### src/rtl/breakout_pkg.sv
// Shared encodings for the breakout datapath: FSM states, direction bits and
// bounce-code bit positions (also used by the VGA draw/erase FSM).
package breakout_pkg;
  typedef enum logic [1:0] {ST_SERVE, ST_MOVE, ST_MISS, ST_OVER} state_t;

  localparam logic [1:0] DIR_PXPY = 2'b00;
  localparam logic [1:0] DIR_NXPY = 2'b01;
  localparam logic [1:0] DIR_PXNY = 2'b10;
  localparam logic [1:0] DIR_NXNY = 2'b11;

  localparam int DIR_X = 0;
  localparam int DIR_Y = 1;
  localparam int BC_X  = 0;
  localparam int BC_Y  = 1;
endpackage

### src/rtl/ball_axis_step.sv
// One axis of ball motion: steps pos by STEP toward the travel direction and
// clamps to [LO,HI], raising flip when the wall is reached and the axis reflects.
module ball_axis_step #(
  parameter int W    = 8,
  parameter int LO   = 0,
  parameter int HI   = 159,
  parameter int STEP = 1
) (
  input  logic [W-1:0] pos,
  input  logic         neg,
  output logic [W-1:0] next_pos,
  output logic         flip
);
  // One extra bit so the sum and the low-limit compare never wrap.
  logic [W:0] ext, up;
  assign ext = {1'b0, pos};
  assign up  = ext + (W+1)'(STEP);

  always_comb begin
    next_pos = pos;
    flip     = 1'b0;
    if (neg) begin
      if (ext < (W+1)'(LO + STEP)) begin
        next_pos = W'(LO);
        flip     = 1'b1;
      end else begin
        next_pos = pos - W'(STEP);
      end
    end else begin
      if (up > (W+1)'(HI)) begin
        next_pos = W'(HI);
        flip     = 1'b1;
      end else begin
        next_pos = up[W-1:0];
      end
    end
  end
endmodule

### src/rtl/ball_motion_engine.sv
// Breakout ball engine: steps the ball on each move tick, reflects off walls and
// paddle, detects misses and counts down lives.
module ball_motion_engine
  import breakout_pkg::*;
#(
  parameter int XW       = 8,
  parameter int YW       = 7,
  parameter int X_MIN    = 0,
  parameter int X_MAX    = 159,
  parameter int Y_MIN    = 0,
  parameter int PADDLE_Y = 112,
  parameter int PADDLE_W = 16,
  parameter int XSTEP    = 1,
  parameter int YSTEP    = 1,
  parameter int SERVE_X  = 80,
  parameter int SERVE_Y  = 60,
  parameter int LIVES    = 3
) (
  input  logic          clk,
  input  logic          reset,
  input  logic          tick,
  input  logic          launch,
  input  logic [1:0]    launch_dir,
  input  logic [XW-1:0] paddle_x,
  output logic [XW-1:0] ball_x,
  output logic [YW-1:0] ball_y,
  output logic [1:0]    dir,
  output logic          moving,
  output logic          bounce,
  output logic [1:0]    bounce_code,
  output logic          miss,
  output logic [2:0]    lives_left,
  output logic          game_over
);
  state_t        state;
  logic [XW-1:0] x_nxt;
  logic [YW-1:0] y_nxt;
  logic          x_flip, y_flip, hit;

  ball_axis_step #(.W(XW), .LO(X_MIN), .HI(X_MAX), .STEP(XSTEP)) u_x (
    .pos(ball_x), .neg(dir[DIR_X]), .next_pos(x_nxt), .flip(x_flip)
  );

  // Y's upper wall is the paddle row; whether it is a hit or a miss is decided here.
  ball_axis_step #(.W(YW), .LO(Y_MIN), .HI(PADDLE_Y-1), .STEP(YSTEP)) u_y (
    .pos(ball_y), .neg(dir[DIR_Y]), .next_pos(y_nxt), .flip(y_flip)
  );

  assign hit = (ball_x >= paddle_x) &&
               ({1'b0, ball_x} <= ({1'b0, paddle_x} + (XW+1)'(PADDLE_W-1)));

  always_ff @(posedge clk or posedge reset) begin
    if (reset) begin
      state       <= ST_SERVE;
      ball_x      <= XW'(SERVE_X);
      ball_y      <= YW'(SERVE_Y);
      dir         <= DIR_PXPY;
      moving      <= 1'b0;
      bounce      <= 1'b0;
      bounce_code <= 2'b00;
      miss        <= 1'b0;
      lives_left  <= 3'(LIVES);
      game_over   <= 1'b0;
    end else begin
      bounce      <= 1'b0;
      bounce_code <= 2'b00;
      miss        <= 1'b0;
      case (state)
        ST_SERVE: if (launch) begin
          dir    <= launch_dir;
          moving <= 1'b1;
          state  <= ST_MOVE;
        end
        ST_MOVE: if (tick) begin
          if (!dir[DIR_Y] && y_flip && !hit) begin
            state      <= ST_MISS;
            moving     <= 1'b0;
            miss       <= 1'b1;
            lives_left <= lives_left - 3'd1;
          end else begin
            ball_x             <= x_nxt;
            ball_y             <= y_nxt;
            dir[DIR_X]         <= dir[DIR_X] ^ x_flip;
            dir[DIR_Y]         <= dir[DIR_Y] ^ y_flip;
            bounce             <= x_flip | y_flip;
            bounce_code[BC_X]  <= x_flip;
            bounce_code[BC_Y]  <= y_flip;
          end
        end
        ST_MISS: begin
          ball_x <= XW'(SERVE_X);
          ball_y <= YW'(SERVE_Y);
          if (lives_left == 3'd0) begin
            state     <= ST_OVER;
            game_over <= 1'b1;
          end else begin
            state <= ST_SERVE;
          end
        end
        default: state <= ST_OVER;
      endcase
    end
  end
endmodule
### config.mk
export PLATFORM = sky130hd
export DESIGN_NAME = ball_motion_engine
export DESIGN_NICKNAME = d
export VERILOG_FILES = /design/src/rtl/breakout_pkg.sv /design/src/rtl/ball_axis_step.sv /design/src/rtl/ball_motion_engine.sv
export SDC_FILE = /design/constraint.sdc
export NUM_CORES = 1
export LEC_CHECK = 0
export CAP_MARGIN = 20
export CORE_MARGIN = 2
export CORE_UTILIZATION = 40
export CTS_CLUSTER_DIAMETER = 80
export DETAILED_ROUTE_END_ITERATION = 12
export GPL_TIMING_DRIVEN = 1
export SKIP_LAST_GASP = 1
export SYNTH_ARGS = -nofsm -noshare
export SYNTH_HDL_FRONTEND = slang
export SYNTH_SLANG_ARGS = --single-unit
### constraint.sdc
create_clock -name clk -period 3.4 [get_ports clk]
set_input_delay 0.34 -clock clk [delete_from_list [all_inputs] [get_ports clk]]
set_output_delay 0.34 -clock clk [all_outputs]
set_load 0.02 [all_outputs]
### After elaboration in Yosys (flattened, before gate mapping)

Cells that the tools add are included.

| operators by class | value |
|---|---|
| bitwise operators | 3 |
| multiply operators | 0 |
| reductions and logical operators | 15 |
| div/mod/pow operators | 0 |
| equal/unequal tests | 6 |
| mux-type cells | 40 |
| add/subtract/negate cells | 6 |
| magnitude comparators | 6 |
| shift-type cells | 0 |

Operator list:

| kind | count |
|---|---|
| 8-bit two-way mux | 5 |
| 7-bit two-way mux | 5 |
| 2-bit two-way mux | 10 |
| 8-bit case mux with 2 select lines | 1 |
| 1-bit two-way mux | 15 |
| 7-bit case mux with 2 select lines | 1 |
| 8-bit by 1-bit adder with 9-bit output, second input constant | 1 |
| 8-bit by 4-bit adder with 9-bit output, second input constant | 1 |
| 9-bit by 8-bit greater-than comparator with 1-bit output, second input constant | 1 |
| 8-bit by 9-bit <= comparator with 1-bit output | 1 |
| 3-bit AND reduction | 3 |
| 7-bit by 1-bit adder with 8-bit output, second input constant | 1 |
| 8-bit >= comparator | 1 |
| 8-bit by 7-bit greater-than comparator with 1-bit output, second input constant | 1 |
| 8-bit by 1-bit < comparator with 1-bit output, second input constant | 1 |
| 2-bit inequality test, second input constant | 4 |
| 4-bit AND reduction | 2 |
| 8-bit by 1-bit subtractor with 8-bit output, second input constant | 1 |
| 7-bit by 1-bit < comparator with 1-bit output, second input constant | 1 |
| 7-bit by 1-bit subtractor with 7-bit output, second input constant | 1 |
| 2-bit case mux with 3 select lines | 1 |
| 2-bit case mux with 2 select lines | 1 |
| 2-bit nonzero test | 2 |
| 1-bit logical AND | 3 |
| 10 further kinds | 12 |

| storage, ports and cells | value |
|---|---|
| register bits | 28 |
| latch bits | 0 |
| memories kept | 0 |
| word-level logic and storage cells | 86 |
| RAM bits | 0 |
| output and inout bits | 26 |
| bits in read-only memories | 0 |

### Depth between registers and ports, before layout

Gate-level depths: netlist (run 1).

| logic depth | value |
|---|---|
| depth in word-level cells | 9 |
| depth in mapped cells | 15 |
| depth with buffers taken out | 13 |

### By module

From an unflattened synthesis (run 1), not the netlist that was laid out.

| second synthesis, totals | value |
|---|---|
| cells, all modules | 334 |
| area total of the unflattened synthesis | 2821.5 um2 |

By module, submodules not included:

| module | times used | area an instance (um2) | sequential area each (um2) | cells an instance |
|---|---|---|---|---|
| ball_motion_engine | 1 | 1848.0 | 710.7 | 184 |
| ball_axis_step (u_x) | 1 | 550.5 | 0.0 | 84 |
| ball_axis_step (u_y) | 1 | 422.9 | 0.0 | 66 |

### Least setup slack after synthesis (run 1)

No wires, ideal clock.

| path | value |
|---|---|
| path kind | input -> register |
| start point | input paddle_x[0] |
| end point | register dir[1] |
| cell stages on the path | 14 |
| arrival time | 2.882 ns |
| setup time | 0.128 ns |
| setup slack | 0.390 ns |
| path buffers | 1 |
| cell sequence | inv_1 ha_1 nor3b_1 nor3_2 xnor2_1 ha_1 a22o_1 nor4_2 o221ai_1 a311o_1 a21o_1 buf_2 o221ai_1 o21ai_1 |

| on the way | value |
|---|---|
| word-level cells in the longest chain between the ends | 7 |
| elaborated cells on any way between the ends | 8 |
| those cells by class | add/sub (1); order compare (2); eq/ne (1); reduce/logical (4) |

RTL lines:

| what | RTL line | source |
|---|---|---|
| from (decl) | ball_motion_engine.sv:24 | `input logic [XW-1:0] paddle_x,` |
| 8-bit by 4-bit adder with 9-bit output | ball_motion_engine.sv:50 | `({1'b0, ball_x} <= ({1'b0, paddle_x} + (XW+1)'(PADDLE_W-1)));` |
| 8-bit by 9-bit <= comparator with 1-bit output | ball_motion_engine.sv:50 |  |
| 1-bit logical AND * | ball_motion_engine.sv:49 | `assign hit = (ball_x >= paddle_x) &&` |
| 1-bit zero test * | ball_motion_engine.sv:75 | `if (!dir[DIR_Y] && y_flip && !hit) begin` |
| 1-bit logical AND * | ball_motion_engine.sv:75 |  |
| 2-bit inequality test (no source line) * | n/a |  |
| 4-bit AND reduction (no source line) * | n/a |  |
| to (signal assigned) | ball_motion_engine.sv:70 | `dir <= launch_dir;` |
| to (signal, indexed assignment) | ball_motion_engine.sv:83 | `dir[DIR_X] <= dir[DIR_X] ^ x_flip;` |
| to (signal, indexed assignment) | ball_motion_engine.sv:84 | `dir[DIR_Y] <= dir[DIR_Y] ^ y_flip;` |
| to (decl) | ball_motion_engine.sv:27 | `output logic [1:0] dir,` |

Every way passes the cells marked *; elsewhere a longest branch is shown, timed or not.
A chain may end at the register's enable or synchronous reset.

### Worst setup path after layout (run 1)

| path | value |
|---|---|
| start point | input paddle_x[3] |
| end point | register dir[0] |

Same word-level chain as after synthesis.

==> flow_metrics.env, run 1 <==
export IMPL_cts_tree="done"
export IMPL_setup_viol=0
export IMPL_port_buffers=39
export IMPL_tightest_slew_ns=0.939
export IMPL_timing_fmax_ghz=0.317
export IMPL_rsz0062_at_grt="false"
export IMPL_regArea_sq_um=711
export IMPL_synthFlopType="dfrtp_1"
export IMPL_crit_fanout=7
export IMPL_final_cell_area_sq_um=3190
export IMPL_drtIter0Drc=147
export IMPL_num_antenna_cells=0
export IMPL_required_ns=3.56
export IMPL_detail_route_antenna_nets=0
export IMPL_relSlewSlack_pct=36.8
export IMPL_timing_final_ws_setup_ns=0.247
export IMPL_multi_input_area_sq_um=1630
export IMPL_wl_per_cell_um=15.2
export IMPL_dieArea_sq_um=6870
export IMPL_pre_cts_ws_ns=-0.172
export IMPL_drc=0
export IMPL_path_class="in2reg"
export IMPL_die_x_um=82.9
export IMPL_holdWs_ns=0.276
export IMPL_grt_overflow=0
export IMPL_grt_max_degree=29
export IMPL_track_usage_pct=18.9
export IMPL_syn_inst=303
export IMPL_clk_pin_slew_ns=0.10
export IMPL_gp_congestion=0.915
export IMPL_synth_area_top_cells="dfrtp_1 20%, ha_1 12%, dfstp_2 8.4%"
export IMPL_p_total_mw=2.66
export IMPL_ys_seq_area_share_pct=28.5
export IMPL_first_pass_iters=4
export IMPL_fill_cells=566
export IMPL_synth_seq_cells=28
export IMPL_layout_cells_non_filler=426
export IMPL_ir_worst_vdd_mv=0.406
export IMPL_layout_drive_gt1_share_pct=15.1
export IMPL_cellLeakagePower_nw=1.37
export IMPL_grt_antenna_before_repair=0
export IMPL_post_synth_top_area_cell="dfrtp_1"
export IMPL_yosysWarnings=0
export IMPL_cts_root_buf="clkbuf_8"
export IMPL_synth_cell_types=62
export IMPL_cts_sinks=28
export IMPL_powerDensity_nw_per_um2=833
export IMPL_place_area_sq_um=3030
export IMPL_status="finished clean"
export IMPL_nNetsFinal=390
export IMPL_grt_pass1_wl_um=11000
export IMPL_worstSetupStartpointType="primary input"
export IMPL_worstSetupEndpointType="flip-flop"
export IMPL_htree_num_levels=1
export IMPL_async_flop_share_pct=100
export IMPL_cts_buffers=3
export IMPL_hold_path_class="in2async"
export IMPL_synth_edf_count=0
export IMPL_fin_skew_ns=0.00896
export IMPL_dp_cells=417
export IMPL_synth_area_per_cell_sq_um=8.22
export IMPL_period_needed_ns=3.15
export IMPL_start_util_pct=41.8
export IMPL_fp_row_count=28
export IMPL_clkLatencyLatePin_ns=0.28
export IMPL_period_share_pct=92.7
export IMPL_cts_max_path_buffers=2
export IMPL_die_h_um=82.9
export IMPL_vias=2419
export IMPL_crit_arrival_ns=3.31
export IMPL_vias_per_cell=5.68
export IMPL_syn2layout_area_growth_pct=28.0
export IMPL_syn_area_sq_um=2490
export IMPL_synth_nets=341
export IMPL_cap_violations=0
export IMPL_io_pins=40
export IMPL_dp_hpwl_um=4710
export IMPL_slew_violations=0
export IMPL_grt_pass1_vias=2268
export IMPL_wl_um=6460
export IMPL_synth_top_area_share_pct=20.1
export IMPL_core_sq_um=5960
export IMPL_hold_viol_final=0
==> cell usage in the layout (no fill, tap or decap), types with 3 or more instances in the layout <==
cell type / netlist / final
clkdlybuf4s50_1: 0 / 37
nor2_1: 28 / 28
ha_1: 24 / 24
buf_4: 3 / 24
nand2_1: 22 / 22
dfrtp_1: 20 / 20
inv_1: 16 / 16
a21oi_1: 15 / 15
nor3_1: 15 / 15
nand3_1: 13 / 13
o21ai_0: 13 / 13
xnor2_1: 13 / 13
dfstp_2: 8 / 8
nand4_1: 7 / 7
a31oi_1: 6 / 6
nor2b_1: 5 / 5
nand2b_1: 5 / 5
and3_1: 4 / 4
nor4_1: 4 / 3
a22o_1: 3 / 3
o21a_1: 3 / 3
a211oi_1: 4 / 3
mux2i_1: 3 / 3
o21ai_1: 3 / 3
mux2_2: 3 / 3
clkbuf_8: 0 / 3
==> synthesized netlist by cell type, types with 6 or more instances <==
cell type and instances:
nor2_1 28, o21ai_0 13, a31oi_1 6, nor3_1 15, buf_2 6, a21oi_1 15, clkbuf_1 11, nand2_1 22
nand3_1 13, inv_1 16, dfrtp_1 20, xnor2_1 13, dfstp_2 8, ha_1 24, nand4_1 7
==> state kept, by name (all words and copies together) (netlist names), 2 cells and up <==
signal	cells
ball_x	8
ball_y	7
lives_left	3
bounce_code	2
dir	2
state	2
==> repair_timing <==
item | CTS | global route
gates resized for setup | 0 | 8
buffers inserted | 0 | 4
endpoints found under the hold margin | 0 | 0
hold buffers | 0 | 0
endpoints found under the setup margin | 0 | 14
==> final cells by class <==
class	count	share of cell area (%)
inverter	17	2.00
multi-input combinational	237	51.3
tap	75	2.94
sequential	28	22.3
timing repair buffer	65	19.3
clock buffer	3	1.30
clock inverter	1	0.942
==> metrics by stage <==
step / TNS (ns) / util (%)
floorplan: 0 / -
global placement: -0.778 / 50.8
detailed placement: -1.52 / 50.8
CTS: 0 / 52.0
global route: 0 / 53.5
finish: 0 / 53.5
==> worst max-delay path, cell delays in order <==
cell	delay, ns
clkdlybuf4s50_1	0.54
nor3b_2	0.08
nor3_2	0.23
xnor2_1	0.12
ha_1	0.32
a22o_1	0.25
nor4_2	0.20
o221ai_1	0.14
a311o_1	0.38
a21oi_2	0.19
buf_4	0.18
nor2_1	0.07
mux2_2	0.27
==> worst paths after layout <==
kind                             startpoint  slack, ns  depth (start not counted)       endpoint
worst max-delay path            paddle_x[3]       0.25                         13         dir[0]
worst min register to register    game_over       0.48                          1      game_over
worst min-delay path                  reset       0.28                          2  lives_left[2]
max in group asynchronous             reset       2.63                          3      ball_y[4]
worst max register to register    ball_x[6]       0.62                          9         dir[0]
min in group clk                  game_over       0.48                          1      game_over
==> report_power, final <==
| part | switching, mW | internal, mW |
|---|---|---|
| combinational | 0.806 | 0.771 |
| clock | 0.105 | 0.158 |
| sequential | 0.325 | 0.491 |
| total | 1.24 | 1.42 |
==> layer usage <==
| metal | vias up | track usage (%) | part of all wire, % | wire [um] |
|---|---|---|---|---|
| li1 | 1208 | - | - | - |
| met1 | 1143 | 27.8 | 50 | 3230 |
| met2 | 62 | 29.5 | 45 | 2890 |
| met3 | 6 | 3.18 | 4.7 | 302 |
| met4 | 0 | 2.98 | 0.67 | 43 |
| met5 | - | 0 | 0 | 0 |
==> cells by family (layout without fill, tap and decap cells) <==
| group | Yosys count | in the layout | synth area share (%) |
|---|---|---|---|
| flops | 28 | 28 | 28.5 |
| buf+inv | 38 | 86 | 6.78 |
| xor+xnor | 14 | 14 | 4.92 |
| simple gates | 117 | 117 | 24.2 |
| fa+ha+maj | 24 | 24 | 12.1 |
| mux | 6 | 6 | 2.56 |
| compound gates | 76 | 76 | 20.9 |
Power figures use the tool's default switching activity.
==> run 2, diff against run 1 <==
TNS_END_PERCENT = 30   (was default)
==> flow_metrics.env, run 2 (same netlist as run 1, synthesis figures left out) <==
export IMPL_status="finished clean"
export IMPL_timing_final_ws_setup_ns=0.138
export IMPL_layout_drive_gt1_share_pct=14.1
export IMPL_grt_pass1_vias=2268
export IMPL_mostFrequentLayoutCells="39 x clkdlybuf4s50_1, 28 x nor2_1, 24 x ha_1"
export IMPL_drc=0
export IMPL_clkPwrFrac_pct=10.1
export IMPL_cts_hold_buf=0
export IMPL_place_area_sq_um=3030
export IMPL_intPower_mw=1.40
export IMPL_nNetsFinal=386
export IMPL_clk_pin_slew_ns=0.10
export IMPL_wl_um=6400
export IMPL_setup_viol=0
export IMPL_cts_buffers=3
export IMPL_timing_fmax_ghz=0.307
export IMPL_layout_cells_most_common="clkdlybuf4s50_1"
export IMPL_grt_overflow=0
export IMPL_cts_sinks=28
export IMPL_path_class="in2reg"
export IMPL_p_total_mw=2.63
export IMPL_rsz0062_at_grt="true"
export IMPL_period_share_pct=95.9
export IMPL_period_needed_ns=3.26
export IMPL_largest_register_ffs=8
export IMPL_fp_row_count=28
export IMPL_first_pass_iters=4
export IMPL_cap_violations=0
export IMPL_seqPwrFrac_pct=31.0
export IMPL_die_h_um=82.9
export IMPL_dieArea_sq_um=6870
export IMPL_drtIter0Drc=141
export IMPL_core_sq_um=5960
export IMPL_vias=2403
export IMPL_grt_antenna_before_repair=0
export IMPL_hold_viol_final=0
export IMPL_required_ns=3.57
export IMPL_relSlewSlack_pct=33.8
export IMPL_ir_worst_vdd_mv=0.405
export IMPL_cp_slowest_cell="clkdlybuf4s50_1"
export IMPL_worstSetupEndpointType="flip-flop"
export IMPL_max_stage_delay_ns=0.48
export IMPL_fin_skew_ns=0.00506
export IMPL_grt_pass1_wl_um=11000
export IMPL_path_buf_inv=3
export IMPL_p_switching_mw=1.23
export IMPL_htree_num_levels=1
export IMPL_detail_route_antenna_nets=0
export IMPL_gp_congestion=0.915
export IMPL_reg_top3="ball_x x8, ball_y x7, lives_left x3"
export IMPL_combPwrFrac_pct=58.9
export IMPL_final_cell_area_sq_um=3150
export IMPL_dp_hpwl_um=4710
export IMPL_syn2layout_area_growth_pct=26.5
export IMPL_grt_max_degree=29
export IMPL_die_x_um=82.9
export IMPL_crit_path_cell_trace="clkdlybuf4s50_1, inv_1, ha_1, nor3b_2, nor3_2, xnor2_1, ha_1, a22o_1, nor4_2, o221ai_1, a311o_1, a21oi_2, buf_4, nor2_1, mux2_2"
export IMPL_cp_common_cell="ha_1"
export IMPL_tightest_slew_ns=0.984
export IMPL_utilization_pct=52.9
export IMPL_cts_max_path_buffers=2
export IMPL_crit_arrival_ns=3.43
export IMPL_clkLatencyLatePin_ns=0.27
export IMPL_vias_per_cell=5.69
export IMPL_cellLeakagePower_nw=1.33
export IMPL_start_util_pct=41.8
export IMPL_path_delay_family="compound AO/OA/AOI/OAI gates"
export IMPL_wl_per_cell_um=15.2
export IMPL_hold_path_class="in2async"
export IMPL_cts_root_buf="clkbuf_8"
export IMPL_num_antenna_cells=0
export IMPL_slew_violations=0
export IMPL_crit_fanout=7
export IMPL_io_pins=40
export IMPL_swShare_pct=46.8
export IMPL_powerDensity_nw_per_um2=834
export IMPL_top_register="ball_x"
export IMPL_track_usage_pct=18.9
export IMPL_cts_tree="done"
export IMPL_pre_cts_ws_ns=-0.172
export IMPL_worstSetupStartpointType="primary input"
export IMPL_port_buffers=39
run 2: cell count changes in the layout (fill, tap and decap cells not counted), sizes merged:
cell	previous run	this run
buf	26	22
clkdlybuf4s50	37	39
dlymetal6s2s	2	0
run 2: through the flow:
| stage | TNS [ns] | hold slack (ns) | std cells |
|---|---|---|---|
| floorplan | 0 | 0.399 | 303 |
| global placement | -0.778 | 0.455 | 417 |
| detailed placement | -1.52 | 0.462 | 417 |
| CTS | 0 | 0.495 | 421 |
| global route | -0.290 | 0.295 | 422 |
| finish | 0 | 0.277 | 422 |
run 2: power by group through the flow:
stage / logic (mW) / registers (mW) / clock network [mW]
5_1_grt: 1.72 / 0.855 / 0.283
3_3_place_gp: 1.52 / 0.814 / 0
6_report: 1.55 / 0.815 / 0.264
4_1_cts: 1.53 / 0.809 / 0.270
3_5_place_dp: 1.53 / 0.813 / 0
2_1_floorplan: 1.06 / 0.747 / 0
run 2: worst paths after layout:
check / startpoint / to / slack [ns] / cells past startpoint
max: paddle_x[0] / dir[0] / 0.14 / 15
min: reset / lives_left[2] / 0.28 / 2
max reg2reg: ball_x[0] / ball_x[6] / 0.65 / 9
min reg2reg: game_over / game_over / 0.48 / 1
max in group asynchronous: reset / ball_y[4] / 2.64 / 3
min in group clk: game_over / game_over / 0.48 / 1
run 2: area by class of cell:
cell class	instances	area, sq um
multi-input combinational	237	1630
clock inverter	1	30.0
tap	75	93.8
clock buffer	3	41.3
sequential	28	711
fill	567	2810
timing repair buffer	61	576
inverter	17	63.8
run 2: metal layers:
layer | share of wire [%] | track usage (%) | wire (um)
met4 | 0.59 | 2.98 | 38
met5 | 0 | 0 | 0
met1 | 49 | 27.8 | 3130
met2 | 45 | 29.5 | 2880
met3 | 5.3 | 3.18 | 337
run 2: timing repair:
action / CTS / global route
buffers inserted: 0 / 0
endpoints found under the setup margin: 0 / 14
gates resized for setup: 0 / 5
hold endpoints to repair: 0 / 0
